$ cat config.mk
export PLATFORM = sky130hd
export DESIGN_NAME = ghr_index_gen
export DESIGN_NICKNAME = d
export VERILOG_FILES = /design/src/rtl/bp_pkg.sv /design/src/rtl/ghr_ckpt_fifo.sv /design/src/rtl/ghr_index_gen.sv
export SDC_FILE = /design/constraint.sdc
export NUM_CORES = 1
export LEC_CHECK = 0
export ABC_AREA = 0
export CAP_MARGIN = 0
export CORE_MARGIN = 3
export CORE_UTILIZATION = 40
export CTS_CLUSTER_SIZE = 20
export DETAILED_ROUTE_END_ITERATION = 12
export HOLD_SLACK_MARGIN = 0.05
export SLEW_MARGIN = 15
export SYNTH_ARGS = -nofsm -noshare
export SYNTH_HDL_FRONTEND = slang
export SYNTH_SLANG_ARGS = --single-unit
$ cat constraint.sdc
create_clock -name clock -period 3.7 [get_ports clock]
set_input_delay 0.74 -clock clock [delete_from_list [all_inputs] [get_ports clock]]
set_output_delay 0.74 -clock clock [all_outputs]
set_load 0.01 [all_outputs]
$ cat src/rtl/bp_pkg.sv
// Branch-predictor shared types and constants.
// Checkpoint layout {row, bank} and PHT 2-bit counter encodings.
package bp_pkg;

    localparam int PHT_INDEX_WIDTH = 8;
    localparam int PHT_ROW_WIDTH   = PHT_INDEX_WIDTH - 2;

    // 2-bit saturating counter states used by the PHT
    localparam logic [1:0] TAKE_S     = 2'b11;
    localparam logic [1:0] TAKE_W     = 2'b10;
    localparam logic [1:0] NOT_TAKE_W = 2'b01;
    localparam logic [1:0] NOT_TAKE_S = 2'b00;

    typedef struct packed {
        logic [PHT_ROW_WIDTH-1:0] row;
        logic [1:0]               bank;
    } ckpt_t;

endpackage

$ cat src/rtl/ghr_ckpt_fifo.sv
// Synchronous FIFO of predicted-branch checkpoints (ckpt_t).
// Ports: push/push_data, pop/head_data (show-ahead), flush, full, empty, count.
module ghr_ckpt_fifo
    import bp_pkg::*;
#(
    parameter int DEPTH = 16,
    localparam int AW = $clog2(DEPTH),
    localparam int CW = AW + 1
) (
    input  logic          clock,
    input  logic          reset,
    input  logic          push,
    input  ckpt_t         push_data,
    input  logic          pop,
    input  logic          flush,
    output ckpt_t         head_data,
    output logic          full,
    output logic          empty,
    output logic [CW-1:0] count
);

    ckpt_t         mem [DEPTH];
    logic [AW-1:0] rd_ptr;
    logic [AW-1:0] wr_ptr;
    logic          push_ok;
    logic          pop_ok;

    assign full      = (count == CW'(DEPTH));
    assign empty     = (count == '0);
    assign push_ok   = push && !full && !flush;
    assign pop_ok    = pop && !empty;
    assign head_data = mem[rd_ptr];

    always_ff @(posedge clock) begin
        if (push_ok) begin
            mem[wr_ptr] <= push_data;
        end
    end

    // Pointers wrap naturally at the power-of-two depth.
    always_ff @(posedge clock or posedge reset) begin
        if (reset) begin
            rd_ptr <= '0;
            wr_ptr <= '0;
            count  <= '0;
        end else if (flush) begin
            rd_ptr <= '0;
            wr_ptr <= '0;
            count  <= '0;
        end else begin
            if (push_ok) wr_ptr <= wr_ptr + 1'b1;
            if (pop_ok)  rd_ptr <= rd_ptr + 1'b1;
            unique case ({push_ok, pop_ok})
                2'b10:   count <= count + 1'b1;
                2'b01:   count <= count - 1'b1;
                default: count <= count;
            endcase
        end
    end

endmodule

$ cat src/rtl/ghr_index_gen.sv
// Gshare index generator: speculative/architectural GHRs, PHT read hash,
// checkpoint FIFO of predicted rows, and the registered PHT update stage.
// Ports: clock/reset, fetch_pc -> pht_index_r, br_pred_* push handshake,
// cmt_* commit/mispredict, pht_index_w/is_taken/pht_w_en update, ckpt_count.
module ghr_index_gen
    import bp_pkg::*;
#(
    parameter int PHT_INDEX_WIDTH = bp_pkg::PHT_INDEX_WIDTH,
    parameter int PHT_BANK        = 4,
    parameter int GHR_WIDTH       = PHT_INDEX_WIDTH - 2,
    parameter int CKPT_DEPTH      = 16,
    localparam int BANK_W = $clog2(PHT_BANK),
    localparam int CW     = $clog2(CKPT_DEPTH) + 1
) (
    input  logic                       clock,
    input  logic                       reset,
    input  logic [31:0]                fetch_pc,
    output logic [PHT_INDEX_WIDTH-3:0] pht_index_r,
    input  logic                       br_pred_valid,
    input  logic [31:0]                br_pred_pc,
    input  logic                       br_pred_taken,
    output logic                       br_pred_ready,
    input  logic                       cmt_valid,
    input  logic                       cmt_taken,
    input  logic                       cmt_mispredict,
    output logic [PHT_INDEX_WIDTH-1:0] pht_index_w,
    output logic                       is_taken,
    output logic                       pht_w_en,
    output logic [CW-1:0]              ckpt_count
);

    logic [GHR_WIDTH-1:0] spec_ghr;
    logic [GHR_WIDTH-1:0] arch_ghr;
    ckpt_t                push_ckpt;
    ckpt_t                head_ckpt;
    logic                 full;
    logic                 empty;
    logic                 push;
    logic                 pop;
    logic                 flush;
    logic                 unused_pc_bits;

    assign unused_pc_bits = ^{fetch_pc[31:PHT_INDEX_WIDTH+2], fetch_pc[3:0],
                              br_pred_pc[31:PHT_INDEX_WIDTH+2],
                              br_pred_pc[1:0]};

    assign pht_index_r = fetch_pc[PHT_INDEX_WIDTH+1:4] ^ spec_ghr;

    // A commit on an empty FIFO is ignored, including its mispredict flag.
    assign br_pred_ready = !full;
    assign pop           = cmt_valid && !empty;
    assign flush         = pop && cmt_mispredict;
    assign push          = br_pred_valid && !full && !flush;

    assign push_ckpt.row  = br_pred_pc[PHT_INDEX_WIDTH+1:4] ^ spec_ghr;
    assign push_ckpt.bank = br_pred_pc[BANK_W+1:2];

    ghr_ckpt_fifo #(
        .DEPTH(CKPT_DEPTH)
    ) u_fifo (
        .clock     (clock),
        .reset     (reset),
        .push      (push),
        .push_data (push_ckpt),
        .pop       (pop),
        .flush     (flush),
        .head_data (head_ckpt),
        .full      (full),
        .empty     (empty),
        .count     (ckpt_count)
    );

    // On mispredict the speculative history is rebuilt from the committed
    // history plus the resolved outcome; the wrong-path push is discarded.
    always_ff @(posedge clock or posedge reset) begin
        if (reset) begin
            spec_ghr <= '0;
            arch_ghr <= '0;
        end else begin
            if (pop) begin
                arch_ghr <= {arch_ghr[GHR_WIDTH-2:0], cmt_taken};
            end
            if (flush) begin
                spec_ghr <= {arch_ghr[GHR_WIDTH-2:0], cmt_taken};
            end else if (push) begin
                spec_ghr <= {spec_ghr[GHR_WIDTH-2:0], br_pred_taken};
            end
        end
    end

    always_ff @(posedge clock or posedge reset) begin
        if (reset) begin
            pht_w_en    <= 1'b0;
            pht_index_w <= '0;
            is_taken    <= 1'b0;
        end else begin
            pht_w_en <= pop;
            if (pop) begin
                pht_index_w <= {head_ckpt.row, head_ckpt.bank};
                is_taken    <= cmt_taken;
            end
        end
    end

endmodule
==> results of run 1 <==
-- layer usage --
layer	wire, um	up-vias
met4	169	0
met3	752	16
li1	-	1713
met1	5769	1884
met2	6838	74
met5	0	-
-- worst paths after layout --
check | start | end
hold reg to reg | arch_ghr[4] | arch_ghr[4]
hold / removal | arch_ghr[4] | arch_ghr[4]
min in group asynchronous | reset | arch_ghr[0]
setup / recovery | u_fifo.count[1] | br_pred_ready
setup reg to reg | u_fifo.count[1] | u_fifo.count[4]
max in group asynchronous | reset | u_fifo.wr_ptr[2]
-- cells in the mapped netlist (11+ instances only) --
cell type                  count
sky130_fd_sc_hd__xor2_1       16
sky130_fd_sc_hd__clkbuf_1     11
sky130_fd_sc_hd__dfrtp_1      33
sky130_fd_sc_hd__mux2i_1      22
sky130_fd_sc_hd__edfxtp_1    128
sky130_fd_sc_hd__a21oi_1      13
sky130_fd_sc_hd__o21ai_0      22
sky130_fd_sc_hd__nor2_1       26
sky130_fd_sc_hd__mux4_2       32
sky130_fd_sc_hd__nand2_1      39
sky130_fd_sc_hd__inv_1        11
-- worst min-delay path, delay by kind of cell, from the launching register on --
kind	cells	cell delay, ns
simple gates	2	0.11
flops	1	0.35
-- power breakdown --
part / internal [mW] / switching [mW] / leakage [nW] / total, mW
registers: 2.36 / 0.242 / 1.57 / 2.60
logic: 0.761 / 0.839 / 0.968 / 1.60
clock network: 1.24 / 0.674 / 0.323 / 1.91
-- logic make-up (layout without fill, tap and decap cells) --
family          count (synthesis)  after routing  synth area share, %
xor+xnor                       19             19                2.473
fa+ha+maj                       7              7                1.301
mux                            54             54                13.98
buf+inv                        33            109                2.119
compound gates                 51             51                4.536
simple gates                   91             91                6.209
flops                         161            161                69.38
-- layout make-up --
| cell class | instances | area (um^2) |
|---|---|---|
| fillers | 1334 | 8014 |
| flip-flops and latches | 161 | 4671 |
| multi-input cells | 222 | 1922 |
| repair buffers | 65 | 593.1 |
| clock buffers | 24 | 511.7 |
| well taps | 216 | 270.3 |
| clock inverters | 8 | 146.4 |
| inverters | 12 | 45.04 |
-- state kept, by name, indices dropped and copies added, names as in the netlist --
signal / flops
pht_index_w: 8
u_fifo.mem: 128
u_fifo.wr_ptr: 4
arch_ghr: 5
u_fifo.count: 5
u_fifo.rd_ptr: 4
pht_w_en: 1
spec_ghr: 6
-- through the flow --
| stage | area (um^2) | hold WS, ns |
|---|---|---|
| after CTS | 8159 | 0.4919 |
| after global placement | 7501 | 0.4651 |
| after global routing | 8159 | 0.5175 |
| after detailed placement | 7501 | 0.4676 |
| final | 8159 | 0.4875 |
| after floorplan | 6730 | 0.4456 |
==> summary.txt, run 1 <==
Outcome
  • Result of the run: finished clean

Layout
  • Area growth from synthesis to final layout: 21.23%
  • Commonest non-fill, non-tap cell in the layout: sky130_fd_sc_hd__edfxtp_1
  • Fraction of layout cells with a size suffix above 1: about 20%
  • Leading cell types in the layout, fill and taps excluded: sky130_fd_sc_hd__edfxtp_1 (128), sky130_fd_sc_hd__clkdlybuf4s50_1 (42), sky130_fd_sc_hd__nand2_1 (39)
  • Final nets: roughly 560
  • Final cell count without fillers: 708
  • End-of-flow core utilization: between 50% and 60%
  • Number of antenna repair diodes: 0

Clocking
  • Number of buffers inserted during clock tree synthesis: 17
  • Later-pin clock latency in the skew report: around 0.43 ns
  • Post-CTS setup repair buffer count: 0
  • H-tree levels: 4
  • Number of cells upsized or downsized after cts: 0
  • Number of hold-repair buffers added at the cts stage: 0
  • TritonCTS clock tree: built
  • Count of clock tree sinks: ~160
  • Clock edge transition at the registers on the reported setup and hold paths: ~0.060 ns
  • Root buffer cell: sky130_fd_sc_hd__clkbuf_16
  • Maximum buffer depth of the clock tree: 2

Min path
  • Tightest Hold Check Type: flip-flop to flip-flop
  • Worst Hold Depth: 2

Synth
  • Dominant cell type by area after synthesis: sky130_fd_sc_hd__edfxtp_1
  • Synth Net Count: roughly 490
  • Area share of the largest cell type after synthesis: a little under three fifths
  • Number of warnings reported in the yosys synthesis log: 0
  • Mean post-synth cell area: about 16 um^2
  • Post-synthesis sequential element count: 161
  • Fraction of registers with async set or reset after synthesis: between 20% and 30%
  • Post-synth cell types: 35
  • Biggest area contributors in the synthesized netlist: sky130_fd_sc_hd__edfxtp_1 (57%), sky130_fd_sc_hd__dfrtp_1 (12%), sky130_fd_sc_hd__mux4_2 (11%), sky130_fd_sc_hd__mux2i_1 (3.3%), sky130_fd_sc_hd__nand2_1 (2.2%)
  • Post-synthesis instance total: approximately 420
  • Post-Syn Area: just under 7000 um^2
  • Number of enable flip-flop cells after synthesis: about 130
  • Leading register cell type out of synthesis: sky130_fd_sc_hd__edfxtp_1
  • Sequential cell area fraction in the yosys report: a little over two thirds

Pwr
  • Pleak: 2.865 nW
  • Post-route total power: a little over 6 mW
  • PwrDens: 749.2 nW/um^2
  • Maximum VDD drop: ~400 uV

Setup path
  • Worst-path fanout max: 10
  • CP Class: flip-flop to primary output
  • Crit end category: primary output
  • Worst stage delay on the critical path: 0.57 ns
  • Crit path DAT: around 2.2 ns
  • Data required, critical path: 2.96 ns
  • Cells along the critical path: nor4_2, nand2_1, clkdlybuf4s50_1
  • Cell family with the largest share of critical-path delay: simple AND/OR/NAND/NOR gates
  • Slowest CP cell: sky130_fd_sc_hd__nor4_2
  • Minimum setup slack among reg-to-reg paths: approximately 0.83 ns
  • Bufs and invs on worst path: 1
  • Startpoint kind of the worst setup timing path: flip-flop
  • Cell depth of the worst flop-to-flop path: 11
  • Number of cells on the critical path: 3

Global route
  • GRT met2 Usage: a little over a quarter
  • Number of antenna violations at the first check in global routing: 0
  • Via count of the first global-routing pass: around 3,900
  • Residual overflow from global routing: 0
  • Global-route wire length before repair: 21,820 um
  • Global route hottest layer: met2
  • Pin count of the biggest net entering global routing: 37
  • Met3 capacity usage during global routing: about 4.5%
  • Overall routing resource usage: roughly 16%
  • Met1 Track Usage GR: between 20% and 30%

Placed design
  • Post-place setup slack: between 0.4 and 0.5 ns
  • Placed cell count: between 600 and 700
  • Port bufs: 42
  • Routability congestion estimate: between 0.7 and 0.8
  • HPWL after detailed placement: around 8900 um

Run
  • Max-Cap Viols: 0

STA
  • Accumulated negative setup slack: 0 ns
  • Final critical-path required period: just under 3 ns
  • Unrepaired setup endpoints after global routing: no
  • Final hold violations: 0
  • Peak Freq: approximately 0.34 GHz
  • Worst slew margin: 24.61%
  • Transition at the pin with the smallest max-transition slack: ~1.1 ns
  • Final WS setup: ~0.75 ns
  • Worst Clk Skew: 0.006077 ns
  • Final Max Slew Viols: 0
  • Number of failing setup endpoints in the final timing report: 0
  • Tcrit/Tclk final: between 70 and 80%

Die
  • Core area: ~16,000 um^2
  • Die height: roughly 140 um
  • Initial Utilization: between 40% and 50%
  • Io pins: 93
  • Width of the die: approximately 140 um
  • Total Die Area: ~18,000 um^2
  • Std cell rows: 46

Detailed routing
  • Number of vias per cell after detailed routing: between 5 and 6
  • Drc violations: 0
  • Final antenna-violating net count: 0
  • Total vias in the final route: roughly 3,700
  • 1st-iter DRT viols: approximately 260
  • Number of detailed-routing iterations run before antenna repair: 7
  • Routed Wire Length: 13,530 um
  • Per-cell routed wire length: ~19 um
Power figures use the tool's default switching activity.
==> inputs of run 2 (changes only) <==
==> constraint.sdc (replaced) <==
create_clock -name clock -period 2.45 [get_ports clock]
set_input_delay 0.49 -clock clock [delete_from_list [all_inputs] [get_ports clock]]
set_output_delay 0.49 -clock clock [all_outputs]
set_load 0.01 [all_outputs]
==> run 2 against run 1 <==
Register-to-register slack worse by 0.83 ns. Combinational power up 74%. Wire length up 3.7%. Total power up 50%. Critical path depth up 8. Design area up 2.5%. Worst hold slack better by 0.0037 ns. Utilization up 1.3 points. Via count up 1.2%. Sequential cell count unchanged. Global-route usage up 0.27 points. Cell count up 2.8%. Critical path type is now flip-flop to flip-flop. Critical endpoint is now u_fifo.count[4]. Highest routed layer unchanged.
==> summary.txt, run 2 (synthesis gave the netlist of run 1 again) <==
Setup path
  • Startpoint kind of the worst setup timing path: flip-flop
  • Worst setup startpoint: u_fifo.count[3]
  • R2r startpoint: u_fifo.count[3]
  • Crit end category: flip-flop
  • Cell depth of the worst flop-to-flop path: 11
  • CP Class: flip-flop to flip-flop
  • Data required, critical path: around 2.7 ns
  • Crit path DAT: approximately 2.7 ns
  • Worst-path fanout max: 2

Clocking
  • Clock edge transition at the registers on the reported setup and hold paths: ~0.06 ns
  • Later-pin clock latency in the skew report: approximately 0.41 ns
  • TritonCTS clock tree: built
  • Number of hold-repair buffers added at the cts stage: 0
  • Root buffer cell: sky130_fd_sc_hd__clkbuf_16
  • Count of clock tree sinks: around 160
  • Number of buffers inserted during clock tree synthesis: 17
  • Maximum buffer depth of the clock tree: 2
  • H-tree levels: 4

Detailed routing
  • 1st-iter DRT viols: roughly 270
  • Number of vias per cell after detailed routing: between 5 and 6
  • Per-cell routed wire length: around 19 um
  • Routed Wire Length: between 10,000 and 15,000 um
  • Total vias in the final route: around 3,700
  • Drc violations: 0
  • Number of detailed-routing iterations run before antenna repair: 4
  • Final antenna-violating net count: 0

Min path
  • Tightest Hold Check Type: input port to asynchronous set/reset pin

STA
  • Transition at the pin with the smallest max-transition slack: approximately 1.0 ns
  • Final WS setup: between 0.0003 and 0.0004 ns
  • Tcrit/Tclk final: 99.99%
  • Number of failing setup endpoints in the final timing report: 0
  • Final hold violations: 0
  • Final critical-path required period: 2.450 ns
  • Unrepaired setup endpoints after global routing: yes
  • Peak Freq: around 0.41 GHz
  • Final Max Slew Viols: 0
  • Worst Clk Skew: between 0.006 and 0.007 ns
  • Worst slew margin: between 30% and 40%

Placed design
  • Post-place instance area: approximately 7700 um^2
  • Post-place setup slack: -0.2101 ns
  • Port bufs: 42
  • Routability congestion estimate: approximately 0.84
  • HPWL after detailed placement: roughly 9000 um

Run
  • Max-Cap Viols: 0

Die
  • Core area: 16,170 um^2
  • Total Die Area: 18,420 um^2
  • Initial Utilization: a little over two fifths
  • Std cell rows: 46
  • Width of the die: between 100 and 150 um
  • Io pins: just over 90
  • Die height: roughly 140 um

Layout
  • Final nets: just under 600
  • Largest Register: u_fifo.mem
  • Largest registers in the final layout: u_fifo.mem: 128 flops, pht_index_w: 8 flops, spec_ghr: 6 flops
  • Leading cell types in the layout, fill and taps excluded: sky130_fd_sc_hd__edfxtp_1 (128), sky130_fd_sc_hd__clkdlybuf4s50_1 (41), sky130_fd_sc_hd__nand2_1 (38)
  • Max reg flops: about 130
  • Fin area: around 8400 um^2
  • Filler cell count in the final layout: 1,331
  • Fraction of layout cells with a size suffix above 1: between 20% and 30%
  • Commonest non-fill, non-tap cell in the layout: sky130_fd_sc_hd__edfxtp_1
  • Area growth from synthesis to final layout: 24.30%
  • Number of antenna repair diodes: 0

Global route
  • Global-route wire length before repair: 22,380 um
  • Number of antenna violations at the first check in global routing: 0
  • Via count of the first global-routing pass: ~4,000
  • Pin count of the biggest net entering global routing: 38
  • Residual overflow from global routing: 0
  • Overall routing resource usage: between 10% and 20%

Pwr
  • PwrDens: about 1100 nW/um^2
  • Pleak: 2.948 nW
  • Maximum VDD drop: 579.6 uV

Outcome
  • Result of the run: finished clean
[run 2: timing repair]
action	in CTS	in global routing
endpoints found under the setup margin	2	24
endpoints found under the hold margin	0	0
gates cloned	0	0
buffers inserted	0	1
pin swaps	6	3
gates resized for setup	4	7
[run 2: metrics by stage]
step / setup TNS (ns) / utilization [%] / hold WS (ns) / std cells / total power, mW
final: 0 / 51.73 / 0.4912 / 728 / 9.180
after CTS: 0 / 51.28 / 0.4951 / 727 / 9.215
after detailed placement: -0.2101 / 47.76 / 0.4826 / 695 / 6.681
after global routing: -0.1792 / 51.73 / 0.5236 / 728 / 9.695
after global placement: -0.1785 / 47.76 / 0.4696 / 695 / 6.593
after floorplan: -7.943 / - / 0.4456 / 416 / 5.488
[run 2: final cells by class]
type / instances / area (um^2) / area share, %
Clock buffer: 17 / 425.4 / 5.085
Timing Repair Buffer: 85 / 817.0 / 9.767
Sequential cell: 161 / 4671 / 55.83
Inverter: 12 / 45.04 / 0.5384
Tap cell: 216 / 270.3 / 3.231
Clock inverter: 15 / 141.4 / 1.690
Multi-Input combinational cell: 222 / 1996 / 23.86
[run 2: worst paths after layout]
kind                               endpoint  slack [ns]
max in group asynchronous  u_fifo.rd_ptr[0]        1.58
hold reg to reg                 arch_ghr[4]        0.49
setup reg to reg            u_fifo.count[4]      0.0003
hold / removal                  arch_ghr[1]        0.49
setup / recovery            u_fifo.count[4]      0.0003
min in group clock              arch_ghr[4]        0.49
[run 2: worst max-delay path, stage by stage (launching register included)]
cell and delay, ns:
sky130_fd_sc_hd__dfrtp_1 0.39, sky130_fd_sc_hd__or4_4 0.57, sky130_fd_sc_hd__nand3_4 0.10, sky130_fd_sc_hd__nand2_4 0.06, sky130_fd_sc_hd__xor2_1 0.15, sky130_fd_sc_hd__ha_2 0.19, sky130_fd_sc_hd__o211a_1 0.22, sky130_fd_sc_hd__a21oi_2 0.13
sky130_fd_sc_hd__o21ai_1 0.08, sky130_fd_sc_hd__a31oi_1 0.20, sky130_fd_sc_hd__xnor2_1 0.16, sky130_fd_sc_hd__o22ai_1 0.09
[run 2: power breakdown]
part	switching, mW	internal [mW]	total, mW	leakage, nW
combinational	1.44	1.34	2.78	1.10
clock	1.03	1.49	2.52	0.276
sequential	0.316	3.56	3.88	1.57
[run 2: routing by layer]
metal  track usage, %  wire length, um
met5                0                0
met4            5.487               56
met3            3.418              693
met2            26.08             7096
met1            22.81             6183
==> inputs of run 3 (changes only) <==
--- a/config.mk
+++ b/config.mk
@@ -8,10 +8,11 @@
 export ABC_AREA = 0
 export CAP_MARGIN = 0
 export CORE_MARGIN = 3
-export CORE_UTILIZATION = 40
+export CORE_UTILIZATION = 49
 export CTS_CLUSTER_SIZE = 20
 export DETAILED_ROUTE_END_ITERATION = 12
 export HOLD_SLACK_MARGIN = 0.05
+export PLACE_DENSITY = 0.75
 export SLEW_MARGIN = 15
 export SYNTH_ARGS = -nofsm -noshare
 export SYNTH_HDL_FRONTEND = slang
==> run 3 against run 2 <==
Fmax up 2.7%. Count of clock-buffer cells in the layout up 1. Combinational power hardly changed. Non-clock buffer count increased by 2. Critical path depth stayed put. Cell count down 5.2%. Worst hold slack got worse by 0.012 ns. Sequential power about the same. Global-route usage grew 3.1 points. First-iteration DRC count increased by 18%. Sequential share of layout area up 0.15 points. Highest routed layer unchanged.
==> summary.txt, run 3 (synthesis gave the netlist of run 1 again) <==
Pwr
  • PwrDens: roughly 1100 nW/um^2
  • Pleak: about 3.0 nW
  • Maximum VDD drop: between 600 and 700 uV

Layout
  • Commonest non-fill, non-tap cell in the layout: sky130_fd_sc_hd__edfxtp_1
  • Fin area: ~8300 um^2
  • Largest Register: u_fifo.mem
  • Number of antenna repair diodes: 0
  • Register cell area after layout: 4671 um^2
  • End-of-flow core utilization: 62.50%
  • Area growth from synthesis to final layout: 23.96%
  • Filler cell count in the final layout: approximately 970
  • Multi-input gate area in the final layout: 1977 um^2
  • Final nets: approximately 580
  • Fraction of layout cells with a size suffix above 1: a little under a quarter
  • Final cell count without fillers: approximately 700
  • Leading cell types in the layout, fill and taps excluded: sky130_fd_sc_hd__edfxtp_1 (128), sky130_fd_sc_hd__clkdlybuf4s50_1 (41), sky130_fd_sc_hd__buf_4 (40)
  • Largest registers in the final layout: u_fifo.mem: 128 flops, pht_index_w: 8 flops, spec_ghr: 6 flops
  • Max reg flops: 128

Clocking
  • Number of hold-repair buffers added at the cts stage: 0
  • Number of buffers inserted during clock tree synthesis: 17
  • Root buffer cell: sky130_fd_sc_hd__clkbuf_16
  • Clock edge transition at the registers on the reported setup and hold paths: 0.06 ns
  • TritonCTS clock tree: built
  • Maximum buffer depth of the clock tree: 2
  • H-tree levels: 4
  • Later-pin clock latency in the skew report: 0.42 ns
  • Count of clock tree sinks: roughly 160

Detailed routing
  • Number of detailed-routing iterations run before antenna repair: 4
  • Routed Wire Length: between 10,000 and 15,000 um
  • Total vias in the final route: 3,781
  • Number of vias per cell after detailed routing: between 5 and 6
  • Final antenna-violating net count: 0
  • Drc violations: 0
  • 1st-iter DRT viols: 314
  • Per-cell routed wire length: 19.20 um

Outcome
  • Result of the run: finished clean

STA
  • Transition at the pin with the smallest max-transition slack: around 1.1 ns
  • Number of failing setup endpoints in the final timing report: 0
  • Worst Clk Skew: between 0.006 and 0.007 ns
  • Final hold violations: 0
  • Unrepaired setup endpoints after global routing: yes
  • Tcrit/Tclk final: between 90% and 100%
  • Final Max Slew Viols: 0
  • Worst slew margin: 26.13%
  • Final critical-path required period: ~2.4 ns
  • Peak Freq: ~0.42 GHz

Global route
  • Overall routing resource usage: between 10% and 20%
  • Number of antenna violations at the first check in global routing: 0
  • Residual overflow from global routing: 0
  • Via count of the first global-routing pass: 4,121
  • Pin count of the biggest net entering global routing: 34
  • Global-route wire length before repair: roughly 22,000 um

Placed design
  • Routability congestion estimate: a little over 0.8
  • Placed cell count: roughly 660
  • Post-place instance area: between 7000 and 8000 um^2
  • HPWL after detailed placement: 8810 um
  • Port bufs: 42

Min path
  • Tightest Hold Check Type: input port to asynchronous set/reset pin

Die
  • Total Die Area: roughly 15,000 um^2
  • Initial Utilization: about half
  • Io pins: 93
  • Core area: about 13,000 um^2
  • Std cell rows: 42
  • Width of the die: approximately 120 um
  • Die height: about 120 um

Setup path
  • CP Class: flip-flop to flip-flop
  • Bufs and invs on worst path: 0
  • Worst-path fanout max: 2
  • Worst setup startpoint: u_fifo.count[1]
  • Crit end category: flip-flop
  • R2r startpoint: u_fifo.count[1]
  • Crit path DAT: between 2 and 3 ns
  • Worst stage delay on the critical path: roughly 0.56 ns
  • Slowest CP cell: sky130_fd_sc_hd__or4_4
  • Cell family with the largest share of critical-path delay: simple AND/OR/NAND/NOR gates
  • Cells along the critical path: or4_4, nand3_4, nand2_4, xor2_2, ha_2, o211a_1, a21oi_2, o21ai_1, a31oi_1, xnor2_1, o22ai_1
  • Data required, critical path: around 2.7 ns
  • Startpoint kind of the worst setup timing path: flip-flop

Run
  • Max-Cap Viols: 0
==> run 3: changes by cell type in the layout (fill, tap and decap cells not counted), sizes merged <==
| cell | delta |
|---|---|
| clkinvlp | +4 |
| clkbuf | +1 |
| buf | +2 |
| inv | -2 |
| clkinv | -5 |
| bufinv | +2 |
==> run 3: worst paths after layout <==
| check | to | slack (ns) | depth (start not counted) |
|---|---|---|---|
| max in group asynchronous | u_fifo.rd_ptr[0] | 1.62 | 3 |
| worst min-delay path | arch_ghr[0] | 0.48 | 3 |
| worst max-delay path | u_fifo.count[4] | 0.07 | 11 |
| worst min register to register | arch_ghr[4] | 0.49 | 2 |
| min in group clock | arch_ghr[4] | 0.49 | 2 |
| worst max register to register | u_fifo.count[4] | 0.07 | 11 |
==> run 3: stage by stage <==
step | worst slack, ns | total power [mW] | TNS, ns | hold slack [ns]
2_1_floorplan | -0.1233 | 5.488 | -7.943 | 0.4456
3_3_place_gp | -0.09865 | 6.511 | -0.09865 | 0.4677
3_5_place_dp | -0.1801 | 6.615 | -0.1801 | 0.4752
4_1_cts | 0.02229 | 9.351 | 0 | 0.4822
5_1_grt | -0.07939 | 9.791 | -0.1330 | 0.5122
6_report | 0.06550 | 9.313 | 0 | 0.4796
==> run 3: layout make-up <==
cell class	count	area share (%)
Clock inverter	14	2.280
Timing Repair Buffer	87	9.718
Multi-Input combinational cell	222	23.70
Inverter	12	0.5399
Sequential cell	161	55.98
Clock buffer	18	5.144
Tap cell	176	2.639
==> run 3: metal layers <==
layer / GRT usage (%) / wire (um) / share of wire, % / vias to the layer above
li1: - / - / - / 1750
met1: 25.32 / 5543 / 42 / 1919
met2: 32.82 / 6942 / 52 / 97
met3: 4.209 / 549 / 4.1 / 15
met4: 6.920 / 213 / 1.6 / 0
met5: 0 / 0 / 0 / -
==> run 3: tightest hold or removal path, stage by stage <==
cell and delay (ns):
sky130_fd_sc_hd__clkdlybuf4s50_1 0.39, sky130_fd_sc_hd__inv_1 0.05, sky130_fd_sc_hd__buf_4 0.40
==> run 3: power by group <==
part           internal [mW]  leakage (nW)  switching, mW
clock network           1.70         0.279           1.01
logic                   1.33          1.10           1.42
registers               3.56          1.57          0.291
total                   6.59          2.95           2.72
==> run 3: what timing repair did <==
item                                    in CTS  in global routing
resized for setup                            5                  6
pin swaps                                    5                  7
buffers inserted                             1                  1
endpoints found under the setup margin       2                  4
endpoints found under the hold margin        0                  0
